<file path="src/rtl/alu_lfsr_display_if.sv">
// Bundle of step-request and display signals for alu_lfsr_display.
// The master drives operands and the step strobe; the slave returns
// the registered result, its flags and the seven-segment outputs.
interface alu_lfsr_display_if #(
    parameter int WIDTH = 4
);
    logic             en;
    logic [WIDTH-1:0] a;
    logic [WIDTH-1:0] b;
    logic [1:0]       op;
    logic             mode;
    logic [WIDTH-1:0] result;
    logic             carry;
    logic             zero;
    logic             valid;
    logic [6:0]       seg;
    logic [1:0]       dig_sel;

    modport master (
        output en, a, b, op, mode,
        input  result, carry, zero, valid, seg, dig_sel
    );

    modport slave (
        input  en, a, b, op, mode,
        output result, carry, zero, valid, seg, dig_sel
    );
endinterface

</file>
<file path="src/rtl/alu_lfsr_display.sv">
// WIDTH-bit ALU / Fibonacci LFSR with a registered result that drives a
// time-multiplexed hex seven-segment display (one or two digits).
module alu_lfsr_display #(
    parameter int         WIDTH       = 4,
    parameter logic [7:0] LFSR_TAPS   = 8'h0C,
    parameter logic [7:0] LFSR_SEED   = 8'h01,
    parameter int         REFRESH_DIV = 1024
) (
    input logic              clk,
    input logic              rst,
    alu_lfsr_display_if.slave bus
);
    localparam int DIGITS = (WIDTH + 3) / 4;

    // A zero seed would lock the LFSR, so it is promoted to 1.
    localparam logic [WIDTH-1:0] SEED_RAW = LFSR_SEED[WIDTH-1:0];
    localparam logic [WIDTH-1:0] SEED     = (SEED_RAW == '0) ? WIDTH'(1) : SEED_RAW;
    localparam logic [WIDTH-1:0] TAPS     = LFSR_TAPS[WIDTH-1:0];

    localparam int               CNT_W   = (REFRESH_DIV > 1) ? $clog2(REFRESH_DIV) : 1;
    localparam logic [CNT_W-1:0] CNT_MAX = CNT_W'(REFRESH_DIV - 1);

    typedef enum logic [1:0] {
        OP_ADD = 2'b00,
        OP_SUB = 2'b01,
        OP_AND = 2'b10,
        OP_OR  = 2'b11
    } op_e;

    logic [WIDTH-1:0] result_q;
    logic             carry_q;
    logic             valid_q;
    logic [WIDTH-1:0] lfsr_q;
    logic [CNT_W-1:0] refresh_cnt;
    logic             digit_idx;

    logic [WIDTH:0]   sum_ext;
    logic [WIDTH:0]   diff_ext;
    logic [WIDTH-1:0] alu_res;
    logic             alu_carry;
    logic [WIDTH-1:0] lfsr_next;
    logic [7:0]       result_ext;
    logic [3:0]       nibble;
    logic [6:0]       seg_dec;

    // ALU datapath: one extra bit on add/sub exposes carry and borrow.
    always_comb begin
        // NOTE: every output of a combinational block gets a default first so no path can infer a latch.
        alu_res   = '0;
        alu_carry = 1'b0;
        sum_ext   = {1'b0, bus.a} + {1'b0, bus.b};
        diff_ext  = {1'b0, bus.a} - {1'b0, bus.b};
        case (op_e'(bus.op))
            OP_ADD: begin
                alu_res   = sum_ext[WIDTH-1:0];
                alu_carry = sum_ext[WIDTH];
            end
            OP_SUB: begin
                alu_res   = diff_ext[WIDTH-1:0];
                alu_carry = diff_ext[WIDTH];
            end
            OP_AND:  alu_res = bus.a & bus.b;
            OP_OR:   alu_res = bus.a | bus.b;
            default: alu_res = '0;
        endcase
    end

    // LFSR successor; an all-zero state is recovered by reloading the seed.
    always_comb begin
        lfsr_next = {lfsr_q[WIDTH-2:0], ^(lfsr_q & TAPS)};
        if (lfsr_q == '0) begin
            lfsr_next = SEED;
        end
    end

    // Step registers: result, flags and LFSR state advance on an accepted strobe.
    always_ff @(posedge clk) begin
        // NOTE: state is assigned non-blocking so every register samples pre-edge values.
        if (rst) begin
            result_q <= '0;
            carry_q  <= 1'b0;
            valid_q  <= 1'b0;
            lfsr_q   <= SEED;
        end else begin
            valid_q <= bus.en;
            if (bus.en) begin
                if (bus.mode) begin
                    lfsr_q   <= lfsr_next;
                    result_q <= lfsr_next;
                    carry_q  <= 1'b0;
                end else begin
                    result_q <= alu_res;
                    carry_q  <= alu_carry;
                end
            end
        end
    end

    // Refresh timer: each digit stays lit for REFRESH_DIV cycles.
    always_ff @(posedge clk) begin
        if (rst) begin
            refresh_cnt <= '0;
            digit_idx   <= 1'b0;
        end else if (refresh_cnt == CNT_MAX) begin
            refresh_cnt <= '0;
            if (DIGITS > 1) begin
                digit_idx <= ~digit_idx;
            end
        end else begin
            refresh_cnt <= refresh_cnt + 1'b1;
        end
    end

    // Hex decode of the selected nibble; purely combinational from registers,
    // so a digit switch or result update never shows an intermediate value.
    always_comb begin
        result_ext = 8'(result_q);
        nibble     = digit_idx ? result_ext[7:4] : result_ext[3:0];
        case (nibble)
            4'h0:    seg_dec = 7'b0111111;
            4'h1:    seg_dec = 7'b0000110;
            4'h2:    seg_dec = 7'b1011011;
            4'h3:    seg_dec = 7'b1001111;
            4'h4:    seg_dec = 7'b1100110;
            4'h5:    seg_dec = 7'b1101101;
            4'h6:    seg_dec = 7'b1111101;
            4'h7:    seg_dec = 7'b0000111;
            4'h8:    seg_dec = 7'b1111111;
            4'h9:    seg_dec = 7'b1101111;
            4'hA:    seg_dec = 7'b1110111;
            4'hB:    seg_dec = 7'b1111100;
            4'hC:    seg_dec = 7'b0111001;
            4'hD:    seg_dec = 7'b1011110;
            4'hE:    seg_dec = 7'b1111001;
            default: seg_dec = 7'b1110001;
        endcase
    end

    assign bus.result  = result_q;
    assign bus.carry   = carry_q;
    assign bus.zero    = (result_q == '0);
    assign bus.valid   = valid_q;
    assign bus.seg     = seg_dec;
    assign bus.dig_sel = digit_idx ? 2'b10 : 2'b01;
endmodule

</file>
<file path="src/flat_wrapper.sv">
// flat-port wrapper written by rule: the top's interface ports become plain ports
module alu_lfsr_display_flat 
#(
    parameter int         WIDTH       = 4,
    parameter logic [7:0] LFSR_TAPS   = 8'h0C,
    parameter logic [7:0] LFSR_SEED   = 8'h01,
    parameter int         REFRESH_DIV = 1024
)
  (clk, rst, bus_en, bus_a, bus_b, bus_op, bus_mode, bus_result, bus_carry, bus_zero, bus_valid, bus_seg, bus_dig_sel);
  alu_lfsr_display_if #(.WIDTH(WIDTH)) bus_i ();
  input logic clk;
  input logic rst;
  input wire logic [$bits(bus_i.en)-1:0] bus_en;
  input wire logic [$bits(bus_i.a)-1:0] bus_a;
  input wire logic [$bits(bus_i.b)-1:0] bus_b;
  input wire logic [$bits(bus_i.op)-1:0] bus_op;
  input wire logic [$bits(bus_i.mode)-1:0] bus_mode;
  output wire logic [$bits(bus_i.result)-1:0] bus_result;
  output wire logic [$bits(bus_i.carry)-1:0] bus_carry;
  output wire logic [$bits(bus_i.zero)-1:0] bus_zero;
  output wire logic [$bits(bus_i.valid)-1:0] bus_valid;
  output wire logic [$bits(bus_i.seg)-1:0] bus_seg;
  output wire logic [$bits(bus_i.dig_sel)-1:0] bus_dig_sel;
  assign bus_i.en = bus_en;
  assign bus_i.a = bus_a;
  assign bus_i.b = bus_b;
  assign bus_i.op = bus_op;
  assign bus_i.mode = bus_mode;
  assign bus_result = bus_i.result;
  assign bus_carry = bus_i.carry;
  assign bus_zero = bus_i.zero;
  assign bus_valid = bus_i.valid;
  assign bus_seg = bus_i.seg;
  assign bus_dig_sel = bus_i.dig_sel;
  alu_lfsr_display #(.WIDTH(WIDTH), .LFSR_TAPS(LFSR_TAPS), .LFSR_SEED(LFSR_SEED), .REFRESH_DIV(REFRESH_DIV)) u_core (.clk(clk), .rst(rst), .bus(bus_i));
endmodule
</file>
<file path="config.mk">
export PLATFORM = sky130hd
export DESIGN_NAME = alu_lfsr_display_flat
export DESIGN_NICKNAME = d
export VERILOG_FILES = /design/src/rtl/alu_lfsr_display_if.sv /design/src/rtl/alu_lfsr_display.sv /design/src/flat_wrapper.sv
export SDC_FILE = /design/constraint.sdc
export NUM_CORES = 1
export LEC_CHECK = 0
export CAP_MARGIN = 5
export CORE_MARGIN = 2
export CORE_UTILIZATION = 40
export CTS_CLUSTER_DIAMETER = 120
export DETAILED_ROUTE_END_ITERATION = 12
export GPL_ROUTABILITY_DRIVEN = 0
export MAX_ROUTING_LAYER = met4
export PLACE_DENSITY_LB_ADDON = 0.3
export SLEW_MARGIN = 20
export SYNTH_ARGS = -nofsm -noshare
export SYNTH_HDL_FRONTEND = slang
export SYNTH_SLANG_ARGS = --single-unit
</file>
<file path="constraint.sdc">
create_clock -name clk -period 4.9 [get_ports clk]
set_input_delay 0.98 -clock clk [delete_from_list [all_inputs] [get_ports clk]]
set_output_delay 0.98 -clock clk [all_outputs]
set_load 0.02 [all_outputs]
</file>
==> reports/results.ini <==
[clock_tree]
clk_latency_ps=300
cts_setup_buffers=0
clockBufferDepth=2
cts_buffers=3
hold_buffers=0
h-tree-depth=1
clock_sinks=17
cts.clk_slew.worst_paths_ps=100
clockRootBuffer=clkbuf_4
cts_tree=done
cts_resized=0

[flow_run]
maxCapViolCount=0

[worst_setup_path]
start_kind=input pin
crit_path_top_delay_cell=fa_1
crit_family=adder cells
crit_fanout=5
critPathCaptureType=flip-flop
crit_type=input pin to flip-flop
worstPathRequired_ps=5130
max_stage_delay_ps=480
arrival_ps=4070
path_cells=clkdlybuf4s50_1 > ha_1 > fa_1 > inv_1 > mux4_2 > o21ai_0 > mux2i_1 > nor2_1 > inv_1 > ha_1 > mux2_2 > o211ai_1
critPathBufInv=3

[sta]
relSlewSlack_pct=65.8
rsz0062_at_grt=no
hold_slack_ps=465
period_needed_ps=3840
post-route-period-util_pct=78.5
tightest_slew_ps=512
slew_violations=0
fin_tns_setup_ps=0
fmax_mhz=260
finalSetupViolations=0
finalClockSkew_ps=8.48
hold_viol=0

[final_layout]
nets=220
area_growth_syn_to_layout_pct=22.8
antenna_cells=0
layout_commonest_cell=clkdlybuf4s50_1
layout_common_cells=clkdlybuf4s50_1 (27), ha_1 (20), inv_1 (18)
finalNonFillerCells=227
drive_above_1_share_pct=7.10

[route]
top_layer_used=met4
via_per_inst=4.87
ant_nets=0
finalWirelength_um=2650
drt-met1-wl_um=1290
drtIter0Drc=61
met2_length_um=1170
dr.pass1.iters=4
drc=0
route.met3.wl_um=126
vias=1105
avgRoutedWirePerCell_um=11.7

[synthesis]
synth_area_um2=1340
yosys.area.top_type_share_pct=25.5
synth_fp_nets=195
syn_inst=159
synth-seq-cells=17
synth_top_area_cell=dfxtp_1
synth.distinct_cells=41
synth_warnings=0
synth-seq-area-share_pct=25.5
synth.avg_cell_area_um2=8.40
synth.area.top_cells=dfxtp_1 (25%), ha_1 (19%), inv_1 (5.1%)

[power]
peakVddDrop_v=0.0000869
p_per_area_nw_per_um2=228
power.leakage_nw=0.706
total_power_mw=0.374

[global_route]
grt.overflow.total=0
grtUsageTotal_pct=16.8
grt_max_degree=16
grt_pass1_vias=1041
antenna_found_initial=0
grt_pass1_wl_um=4590

[floorplan]
fp.dieH_um=61.8
die_w_um=61.8
io_pins=30
core_um2=3130
initial_utilization_pct=42.7
rows=20
die_area_um2=3820

[place]
placed_cells=223
dp_hpwl_um=2130
portBuffers=27

[status]
outcome=completed

[worst_hold_path]
hp-class=flip-flop to flip-flop

-- cells in the mapped netlist --
library cell	number
a211o_1	1
a211oi_1	2
a21boi_0	1
a21o_1	1
a21oi_1	11
a21oi_2	1
a221o_1	1
a41oi_2	1
and2_1	2
buf_2	1
buf_4	3
buf_6	1
clkbuf_1	2
conb_1	2
dfxtp_1	17
fa_1	2
ha_1	20
inv_1	18
inv_2	1
mux2_2	2
mux2i_1	6
mux4_2	1
nand2_1	13
nand2_2	1
nand2b_1	2
nand3_1	5
nand4_1	2
nand4b_1	1
nor2_1	15
nor2b_1	3
nor2b_4	1
nor3_1	4
nor4_1	1
nor4b_2	1
o211ai_1	1
o211ai_2	1
o21ai_0	6
o21bai_1	1
o22a_1	1
or3_1	1
xnor2_1	2
-- tightest hold or removal path, cell delays in order (launching register included) --
cell,delay [ps]
dfxtp_1,330
nand2_1,50
a21oi_1,50
-- metal layers --
layer / global-route usage, % / up-vias
met5: - / -
met4: 8.21 / 0
met3: 2.90 / 8
met2: 25.3 / 30
met1: 21.8 / 491
li1: - / 576
-- cells by family (layout without fill, tap and decap cells) --
logic type / after synthesis / in the layout / synth area share, %
flops: 17 / 17 / 25.5
xor+xnor: 2 / 2 / 1.31
simple gates: 52 / 52 / 19.7
other cells: 2 / 2 / 0.562
compound gates: 29 / 29 / 14.6
fa+ha+maj: 22 / 22 / 21.7
buf+inv: 26 / 50 / 8.80
mux: 9 / 9 / 7.87
-- cell type report --
type                       count  area, um^2
tap                           44        55.1
multi-input combinational    116         878
fill                         306        1490
clock buffer                   4        26.3
sequential                    17         340
timing repair buffer          27         270
inverter                      19        71.3
-- final timing paths --
path / from / endpoint / slack (ps) / cells after the start
min: u_core.lfsr_q[2] / u_core.lfsr_q[2] / 470 / 2
max: bus_b[0] / u_core.bus.seg[4] / 1060 / 12
min reg2reg: u_core.lfsr_q[2] / u_core.lfsr_q[2] / 470 / 2
max reg2reg: u_core.lfsr_q[2] / u_core.bus.seg[0] / 2710 / 10
-- state kept, by name, summed over array words and instances (netlist names) --
name,cells
u_core.lfsr_q,4
u_core.bus.valid,1
u_core.bus.carry,1
u_core.bus.seg,7
u_core.bus.result,4
-- through the flow --
stage / utilization (%) / setup WS, ps / cell area [um^2]
2_1_floorplan: - / 1430 / 1340
3_3_place_gp: 51.6 / 806 / 1620
3_5_place_dp: 51.6 / 727 / 1620
4_1_cts: 52.5 / 1050 / 1640
5_1_grt: 52.5 / 900 / 1640
6_report: 52.5 / 1060 / 1640
-- report_power, final --
part	leakage, nW	switching (mW)	total, mW	internal (mW)
clock	0.0150	0.0465	0.0782	0.0318
combinational	0.550	0.0727	0.139	0.0661
sequential	0.141	0.00610	0.157	0.151
total	0.706	0.125	0.374	0.249
Power figures use the tool's default switching activity.
